$ cat src/rtl/router_pkg.sv
// router_pkg: shared port indices, port count and per-output arbiter state type
package router_pkg;
  localparam int NUM_PORTS = 4;
  localparam logic [1:0] PORT_A = 2'd0;
  localparam logic [1:0] PORT_B = 2'd1;
  localparam logic [1:0] PORT_C = 2'd2;
  localparam logic [1:0] PORT_D = 2'd3;
  typedef enum logic {IDLE, BUSY} arb_state_t;
endpackage

$ cat src/rtl/crossbar_arbiter_rr_arbiter4.sv
// rr_arbiter4: combinational 4-way round-robin pick, scanning from ptr upward
module rr_arbiter4 (
  input  logic [3:0] req,
  input  logic [1:0] ptr,
  output logic [1:0] win,
  output logic       valid
);
  // scan downward so the requester closest to ptr is written last and wins
  always_comb begin
    win = ptr;
    for (int k = 3; k >= 0; k--) win = req[ptr + 2'(k)] ? ptr + 2'(k) : win;
  end
  assign valid = |req;
endmodule

$ cat src/rtl/crossbar_arbiter.sv
// crossbar_arbiter: per-output round-robin packet lock for the 4x4 crossbar; XBAR_ARB_TIMEOUT_EN adds owner-stall release
module crossbar_arbiter
  import router_pkg::*;
#(
  parameter int STALL_LIMIT = 16
) (
  input  logic       clk,
  input  logic       rst,
  input  logic       req_A,
  input  logic       req_B,
  input  logic       req_C,
  input  logic       req_D,
  input  logic [1:0] dest_A,
  input  logic [1:0] dest_B,
  input  logic [1:0] dest_C,
  input  logic [1:0] dest_D,
  input  logic       tail_A,
  input  logic       tail_B,
  input  logic       tail_C,
  input  logic       tail_D,
  input  logic       rdy_A,
  input  logic       rdy_B,
  input  logic       rdy_C,
  input  logic       rdy_D,
  output logic [1:0] sel_A,
  output logic [1:0] sel_B,
  output logic [1:0] sel_C,
  output logic [1:0] sel_D,
  output logic       en_A,
  output logic       en_B,
  output logic       en_C,
  output logic       en_D,
  output logic       gnt_A,
  output logic       gnt_B,
  output logic       gnt_C,
  output logic       gnt_D
);
  logic [NUM_PORTS-1:0] req, tail, rdy, en, gnt, valid;
  logic [1:0] dest [NUM_PORTS];
  logic [NUM_PORTS-1:0] oreq [NUM_PORTS];
  logic [1:0] win [NUM_PORTS];
  arb_state_t st_q [NUM_PORTS];
  arb_state_t st_d [NUM_PORTS];
  logic [1:0] owner_q [NUM_PORTS];
  logic [1:0] owner_d [NUM_PORTS];
  logic [1:0] ptr_q [NUM_PORTS];
  logic [1:0] ptr_d [NUM_PORTS];
`ifdef XBAR_ARB_TIMEOUT_EN
  localparam logic [7:0] STALL_LAST = 8'(STALL_LIMIT - 1);
  logic [7:0] cnt_q [NUM_PORTS];
  logic [7:0] cnt_d [NUM_PORTS];
`else
  logic unused_stall_limit;
  assign unused_stall_limit = ^STALL_LIMIT;
`endif
  assign req  = {req_D, req_C, req_B, req_A};
  assign tail = {tail_D, tail_C, tail_B, tail_A};
  assign rdy  = {rdy_D, rdy_C, rdy_B, rdy_A};
  assign dest[PORT_A] = dest_A;
  assign dest[PORT_B] = dest_B;
  assign dest[PORT_C] = dest_C;
  assign dest[PORT_D] = dest_D;
  // route each input's request to the output it is addressing
  always_comb
    for (int o = 0; o < NUM_PORTS; o++)
      for (int i = 0; i < NUM_PORTS; i++) oreq[o][i] = req[i] && dest[i] == 2'(o);
  for (genvar g = 0; g < NUM_PORTS; g++) begin : g_arb
    rr_arbiter4 u_rr (.req(oreq[g]), .ptr(ptr_q[g]), .win(win[g]), .valid(valid[g]));
  end
  // per-output lock: arbitrate when idle, stream the owner's flits, release on tail
  always_comb begin
    gnt = '0;
    for (int o = 0; o < NUM_PORTS; o++) begin
      en[o] = st_q[o] == BUSY && req[owner_q[o]] && rdy[o];
      gnt[owner_q[o]] = gnt[owner_q[o]] | en[o];
      st_d[o] = st_q[o];
      owner_d[o] = owner_q[o];
      ptr_d[o] = ptr_q[o];
      if (st_q[o] == IDLE && valid[o]) begin
        st_d[o] = BUSY;
        owner_d[o] = win[o];
        ptr_d[o] = win[o] + 2'd1;
      end
      if (en[o] && tail[owner_q[o]]) st_d[o] = IDLE;
`ifdef XBAR_ARB_TIMEOUT_EN
      cnt_d[o] = cnt_q[o];
      if (st_q[o] == IDLE || en[o]) cnt_d[o] = '0;
      else if (!req[owner_q[o]]) begin
        cnt_d[o] = cnt_q[o] == STALL_LAST ? '0 : cnt_q[o] + 8'd1;
        if (cnt_q[o] == STALL_LAST) st_d[o] = IDLE;
      end
`endif
    end
  end
  // controller registers; reset drops every lock at once
  always_ff @(posedge clk)
    if (rst) begin
      for (int o = 0; o < NUM_PORTS; o++) begin
        st_q[o] <= IDLE;
        owner_q[o] <= '0;
        ptr_q[o] <= '0;
`ifdef XBAR_ARB_TIMEOUT_EN
        cnt_q[o] <= '0;
`endif
      end
    end else begin
      st_q <= st_d;
      owner_q <= owner_d;
      ptr_q <= ptr_d;
`ifdef XBAR_ARB_TIMEOUT_EN
      cnt_q <= cnt_d;
`endif
    end
  assign {en_D, en_C, en_B, en_A} = en;
  assign {gnt_D, gnt_C, gnt_B, gnt_A} = gnt;
  assign sel_A = owner_q[PORT_A];
  assign sel_B = owner_q[PORT_B];
  assign sel_C = owner_q[PORT_C];
  assign sel_D = owner_q[PORT_D];
endmodule

$ cat config.mk
export PLATFORM = sky130hd
export DESIGN_NAME = crossbar_arbiter
export DESIGN_NICKNAME = d
export VERILOG_FILES = /design/src/rtl/router_pkg.sv /design/src/rtl/crossbar_arbiter_rr_arbiter4.sv /design/src/rtl/crossbar_arbiter.sv
export SDC_FILE = /design/constraint.sdc
export NUM_CORES = 1
export LEC_CHECK = 0
export BUFFER_PORTS_ARGS = -buffer_cell sky130_fd_sc_hd__buf_2
export CORE_AREA = 2 2 86 88
export CTS_CLUSTER_SIZE = 8
export DETAILED_ROUTE_END_ITERATION = 7
export DIE_AREA = 0 0 88 90
export PLACE_DENSITY = 0.42
export SETUP_SLACK_MARGIN = 0.3
export SYNTH_ARGS = -nofsm -noshare
export SYNTH_HDL_FRONTEND = slang
export SYNTH_SLANG_ARGS = --single-unit
$ cat constraint.sdc
create_clock -name clk -period 1.7 [get_ports clk]
set_input_delay 0 -clock clk [delete_from_list [all_inputs] [get_ports clk]]
set_output_delay 0 -clock clk [all_outputs]
set_load 0.02 [all_outputs]
# Yosys cells after proc, flatten, opt, wreduce, memory -nomap -nowiden
# Index checks and enable logic that the tools add are counted.
# classes
n_eq_ne,12
n_reduce_logical,48
bitwise_logic,9
n_mux,83
n_lt_le_gt_ge,24
n_addsub,16
# op_table
cell,n
less-than comparator 2 x 3 -> 1 bit (second input constant),20
binary-select mux 1 bit (select 2 bit),28
logical AND 1 bit,36
2-to-1 mux 1 bit,32
2-to-1 mux 2 bit,16
adder 2 x 1 -> 2 bit (second input constant),8
adder 2 bit (second input constant),8
equality test 2 bit (second input constant),8
OR reduction 4 bit,4
bitwise mux 4 bit,3
demux 1 bit (select 2 bit),4
equality test 2 x 1 -> 1 bit (second input constant),4
greater-or-equal comparator 2 x 1 -> 1 bit (second input constant),4
logical NOT 2 bit,4
OR reduction 2 bit,4
AND 4 bit,1
inverter 1 bit,4
bitwise OR 1 bit,4
# totals
register_bits,20
inputBits,22
word_cells,204
output_inout_bits,16

# Logic depth before layout (Yosys ltp)
# depth
ltp_word,18
mapped_depth,7
ltp_nobuf,5

# Hierarchy
# Synthesis repeated with hierarchy kept, for this count alone.
# unflattened
cells_unflattened,202
hier_area_um2,1682.9
# by_module_without_submodules
module,cells_per_inst,seq_area_each_um2,instances,area_each_um2
crossbar_arbiter,146,400.4,1,1282.5
rr_arbiter4,14,0.0,4,100.1

# Least setup slack after synthesis
# OpenSTA, ideal clock, no wires.
# synth_path
kind,reg-to-reg
start,register owner_q (netlist bit sel_A[0])
end,register st_q[3] in the netlist's numbering
n_path_buf,0
required_time_ns,1.605
setup_time_ns,0.095
arrival_ns,1.595
stages_incl_launch_ff,4
period_less_slack_ns,1.691
path_slack_ns,0.009
path_cell_list,dfxtp_1 mux4_2 and3_1 a221oi_1
# synth_between
elab_chain_len,6
word_cells_on_any_way,8
cone_classes,4 x mux; 4 x reduce/logical
# synth_rtl
item,line,text
start: declaration,crossbar_arbiter.sv:44,logic [1:0] owner_q [NUM_PORTS];
start signal: assignment,crossbar_arbiter.sv:108,owner_q <= owner_d;
binary-select mux 1 bit (select 2 bit),crossbar_arbiter.sv:74,en[o] = st_q[o] == BUSY && req[owner_q[o]] && rdy[o];
2-to-1 mux 1 bit (implied by the code),crossbar_arbiter.sv:74,
logical AND 1 bit (2 in a row),crossbar_arbiter.sv:74,
via en_A,crossbar_arbiter.sv:29,"output logic en_A,"
logical AND 1 bit,crossbar_arbiter.sv:84,if (en[o] && tail[owner_q[o]]) st_d[o] = IDLE;
OR reduction 2 bit (no source line),n/a,
end signal: assignment,crossbar_arbiter.sv:107,st_q <= st_d;
end: declaration,crossbar_arbiter.sv:42,arb_state_t st_q [NUM_PORTS];
# The timed path passes the listed nets, and every way through them passes these cells. The select of a mux whose other input is x is not followed.
# A chain may end at the register's enable or synchronous reset.

# Worst setup path after layout
# layout_path
start,register ptr_q[6] in the netlist's numbering
end,register ptr_q[7] in the netlist's numbering
# layout_between
elab_chain_len,8
word_cells_on_any_way,16
cone_classes,4 x add/sub; 12 x mux
# layout_rtl
item,line,text
start: declaration,crossbar_arbiter.sv:46,logic [1:0] ptr_q [NUM_PORTS];
start signal: assignment,crossbar_arbiter.sv:109,ptr_q <= ptr_d;
adder 2 bit,crossbar_arbiter_rr_arbiter4.sv:11,for (int k = 3; k >= 0; k--) win = req[ptr + 2'(k)] ? ptr + 2'(k) : win;
binary-select mux 1 bit (select 2 bit),crossbar_arbiter_rr_arbiter4.sv:11,
2-to-1 mux 1 bit (implied by the code),crossbar_arbiter_rr_arbiter4.sv:11,
2-to-1 mux 2 bit (3 in a row),crossbar_arbiter_rr_arbiter4.sv:11,
2-to-1 mux 2 bit (*),crossbar_arbiter_rr_arbiter4.sv:11,
adder 2 x 1 -> 2 bit (*),crossbar_arbiter.sv:82,ptr_d[o] = win[o] + 2'd1;
# Mark *: on every way between the ends. The rest lies on a longest branch, timed or not. The select of a mux whose other input is x is not followed.

==> impl_metrics.csv <==
group,metric,value,unit
final_layout,final_cell_area,0.00240,mm^2
sta,hold_violations,0,
synth,postSynthNetCount,220,
flow_run,cap_violations,0,
synth,synth_area,0.00171,mm^2
setup_path,cp_top_family,"simple AND/OR/NAND/NOR gates",
clocking,ctsHtreeMaxLevel,1,
pwr,p_leak,0.906,nW
setup_path,slowest_stage,"or4b_4",
die,row_count,31,
die,fp.dieW,88,um
setup_path,worstPathRequired,1880,ps
synth,synth_area_leaders,"dfxtp_1 (23%), mux4_2 (6.6%), o22ai_1 (4.8%), mux4_1 (4.6%), nor2_1 (4.6%)",
setup_path,rrSetupSlack,200,ps
clocking,clkLatencyLatePin,250,ps
placed_design,port_buffers,37,
grt,grt_pass1_wl,9220,um
final_layout,antenna_cells,0,
clocking,cts_tree,"done",
synth,synthCells,198,
pwr,power_density,650,mW/mm^2
synth,synth_most_common_cell,"nor2_1",
sta,period_share,0.882,
placed_design,post-place-ws,103,ps
route,first_pass_iters,4,
synth,synth-seq-cells,20,
final_layout,utilization,0.342,
sta,slew_headroom,0.682,
die,die_h,90,um
clocking,clock_path_buffers,2,
grt,gr-total-overflow,0,
synth,synth_ff_type,"dfxtp_1",
setup_path,crit_path_end_kind,"flip-flop",
setup_path,cpPeakStageDelay,500,ps
route,wl,5750,um
final_layout,fillers,760,
placed_design,dp.cells,332,
sta,post-route-min-period,1500,ps
sta,fmax,0.667,GHz
synth,ys_seq_area_frac,0.235,
grt,grt_max_degree,21,
die,ios,38,
synth,synth.largest_area_cell,"dfxtp_1",
setup_path,crit_type,"reg2reg",
final_layout,fin_nets,274,
sta,rsz0062_at_grt,"true",
placed_design,dp_hpwl,4090,um
synth,synth_cell_types,52,
die,die-area,0.00792,mm^2
sta,maxSlewViolCount,0,
setup_path,crit_path_cell_trace,"or4b_4 > o211ai_1 > a21oi_2 > xnor2_2 > a211oi_2",
setup_path,startpoint_type,"flip-flop",
grt,gr-usage-all-layers,0.146,
sta,fin_setup_tns,0,ps
route,wire_per_inst,16.5,um
synth,async_reset_ff_frac,0,
clocking,cts_sinks,20,
die,start_util,0.243,
grt,grt_pass1_vias,1777,
clocking,clk_pin_slew_worst_paths,70,ps
worst_hold_path,hp-class,"in2reg",
setup_path,rr_startpoint,"ptr_q[6]",
setup_path,r2r_cells,5,
clocking,root_buffer,"clkbuf_8",
setup_path,crit_buf_inv,0,
clocking,cts_buffers,3,
final_layout,drive_above_1_share,0.464,
setup_path,endpoint,"ptr_q[7]",
sta,setup_slack,201,ps
die,core,0.00702,mm^2
pwr,irDropWorstVdd,0.000237,V
setup_path,cp_max_fo,3,
sta,whs,130,ps
synth,synth_top_area_frac,0.235,
synth,netlist_top_cells_count,"nor2_1 (21), dfxtp_1 (20), o22ai_1 (13)",
synth,avgSynthCellArea,8.61,um^2
setup_path,worstPathArrival,1680,ps
route,drtIter0Drc,111,
sta,finalClockSkew,1.07,ps
final_layout,post_layout_nonfiller_instances,349,
placed_design,post_dp_cell_area,0.00209,mm^2
setup_path,crit_path_start,"ptr_q[6]",
synth,synth_edf_count,0,
route,drc,0,
setup_path,timing.rr.end,"ptr_q[7]",
status,status,"completed",
clocking,ctsHoldBuffers,0,
placed_design,gp_congestion,0.812,
route,viasPerCell,5.28,
synth,synth_warnings,0,
route,drtAntennaViolNets,0,
final_layout,area_growth,40.7,%
sta,worst_slew_pin_slew,476,ps
grt,antenna_found_initial,0,
sta,setup-violations-final,0,
route,vias,1842,
pwr,finalPower,1.56,mW
setup_path,crit_cells,5,
-- routing by layer --
layer | track usage | vias up | wire, um
li1 | - | 890 | -
met1 | 0.216 | 887 | 2710
met2 | 0.218 | 63 | 2620
met3 | 0.0239 | 2 | 383
met4 | 0.0359 | 0 | 30
met5 | 0 | - | 0
-- repair_timing --
action,in CTS,in global routing
setup endpoints to repair,16,20
pin swaps,7,7
endpoints found under the hold margin,0,0
resized for setup,19,29
setup buffers,11,3
-- report_power, final --
| group | switching [mW] | internal [mW] | leakage, nW |
|---|---|---|---|
| registers | 0.0730 | 0.523 | 0.172 |
| clock network | 0.153 | 0.158 | 0.0216 |
| logic | 0.327 | 0.325 | 0.712 |
| total | 0.554 | 1.01 | 0.906 |
-- state kept, by name, summed over array words and instances, names as in the netlist --
register,cells
sel_D,2
st_q,4
sel_C,2
sel_A,2
ptr_q,8
sel_B,2
-- area by class of cell --
class | count | area (um^2) | share of cell area
Tap cell | 99 | 124 | 0.0516
Inverter | 11 | 41.3 | 0.0172
Multi-Input combinational cell | 158 | 1370 | 0.569
Clock buffer | 3 | 41.3 | 0.0172
Sequential cell | 20 | 437 | 0.182
Timing Repair Buffer | 58 | 392 | 0.163
-- worst min path at each step --
stage	startpoint	endpoint	slack, ps	cells past startpoint
global route	rdy_A	st_q[3]	140	3
floorplan	rdy_D	en_D	170	2
global placement	rdy_A	st_q[3]	410	3
detailed placement	rdy_A	st_q[3]	400	3
finish	rdy_A	st_q[3]	130	3
CTS	rdy_A	st_q[3]	130	3
-- worst register-to-register path, delay by kind of cell (launching register included) --
kind             cells  cell delay [ps]
AO/OA/AOI/OAI        3              420
XOR/XNOR             1              170
flip-flops           1              340
AND/OR/NAND/NOR      1              500
-- cell families (layout without fill, tap and decap cells) --
kind of cell | count (synthesis) | after routing | synth area share
buffers and inverters | 20 | 72 | 0.0477
AND/OR/NAND/NOR | 87 | 87 | 0.310
multiplexers | 15 | 15 | 0.153
AO/OA/AOI/OAI | 52 | 52 | 0.234
flip-flops | 20 | 20 | 0.235
XOR/XNOR | 4 | 4 | 0.0205
-- placed cells by master, fill, tap and decap left out, types with 4 or more instances in the layout --
| cell | instances |
|---|---|
| buf_2 | 31 |
| nor2_1 | 21 |
| buf_4 | 19 |
| inv_1 | 11 |
| nand3_1 | 9 |
| o22ai_1 | 9 |
| mux4_2 | 8 |
| nand3b_1 | 8 |
| dfxtp_2 | 8 |
| a211oi_1 | 7 |
| mux2i_1 | 7 |
| buf_6 | 7 |
| dfxtp_4 | 7 |
| dfxtp_1 | 5 |
| nand2_1 | 4 |
| o22ai_2 | 4 |
| a21oi_1 | 4 |
Note: power is estimated with default switching activity, not from simulation.
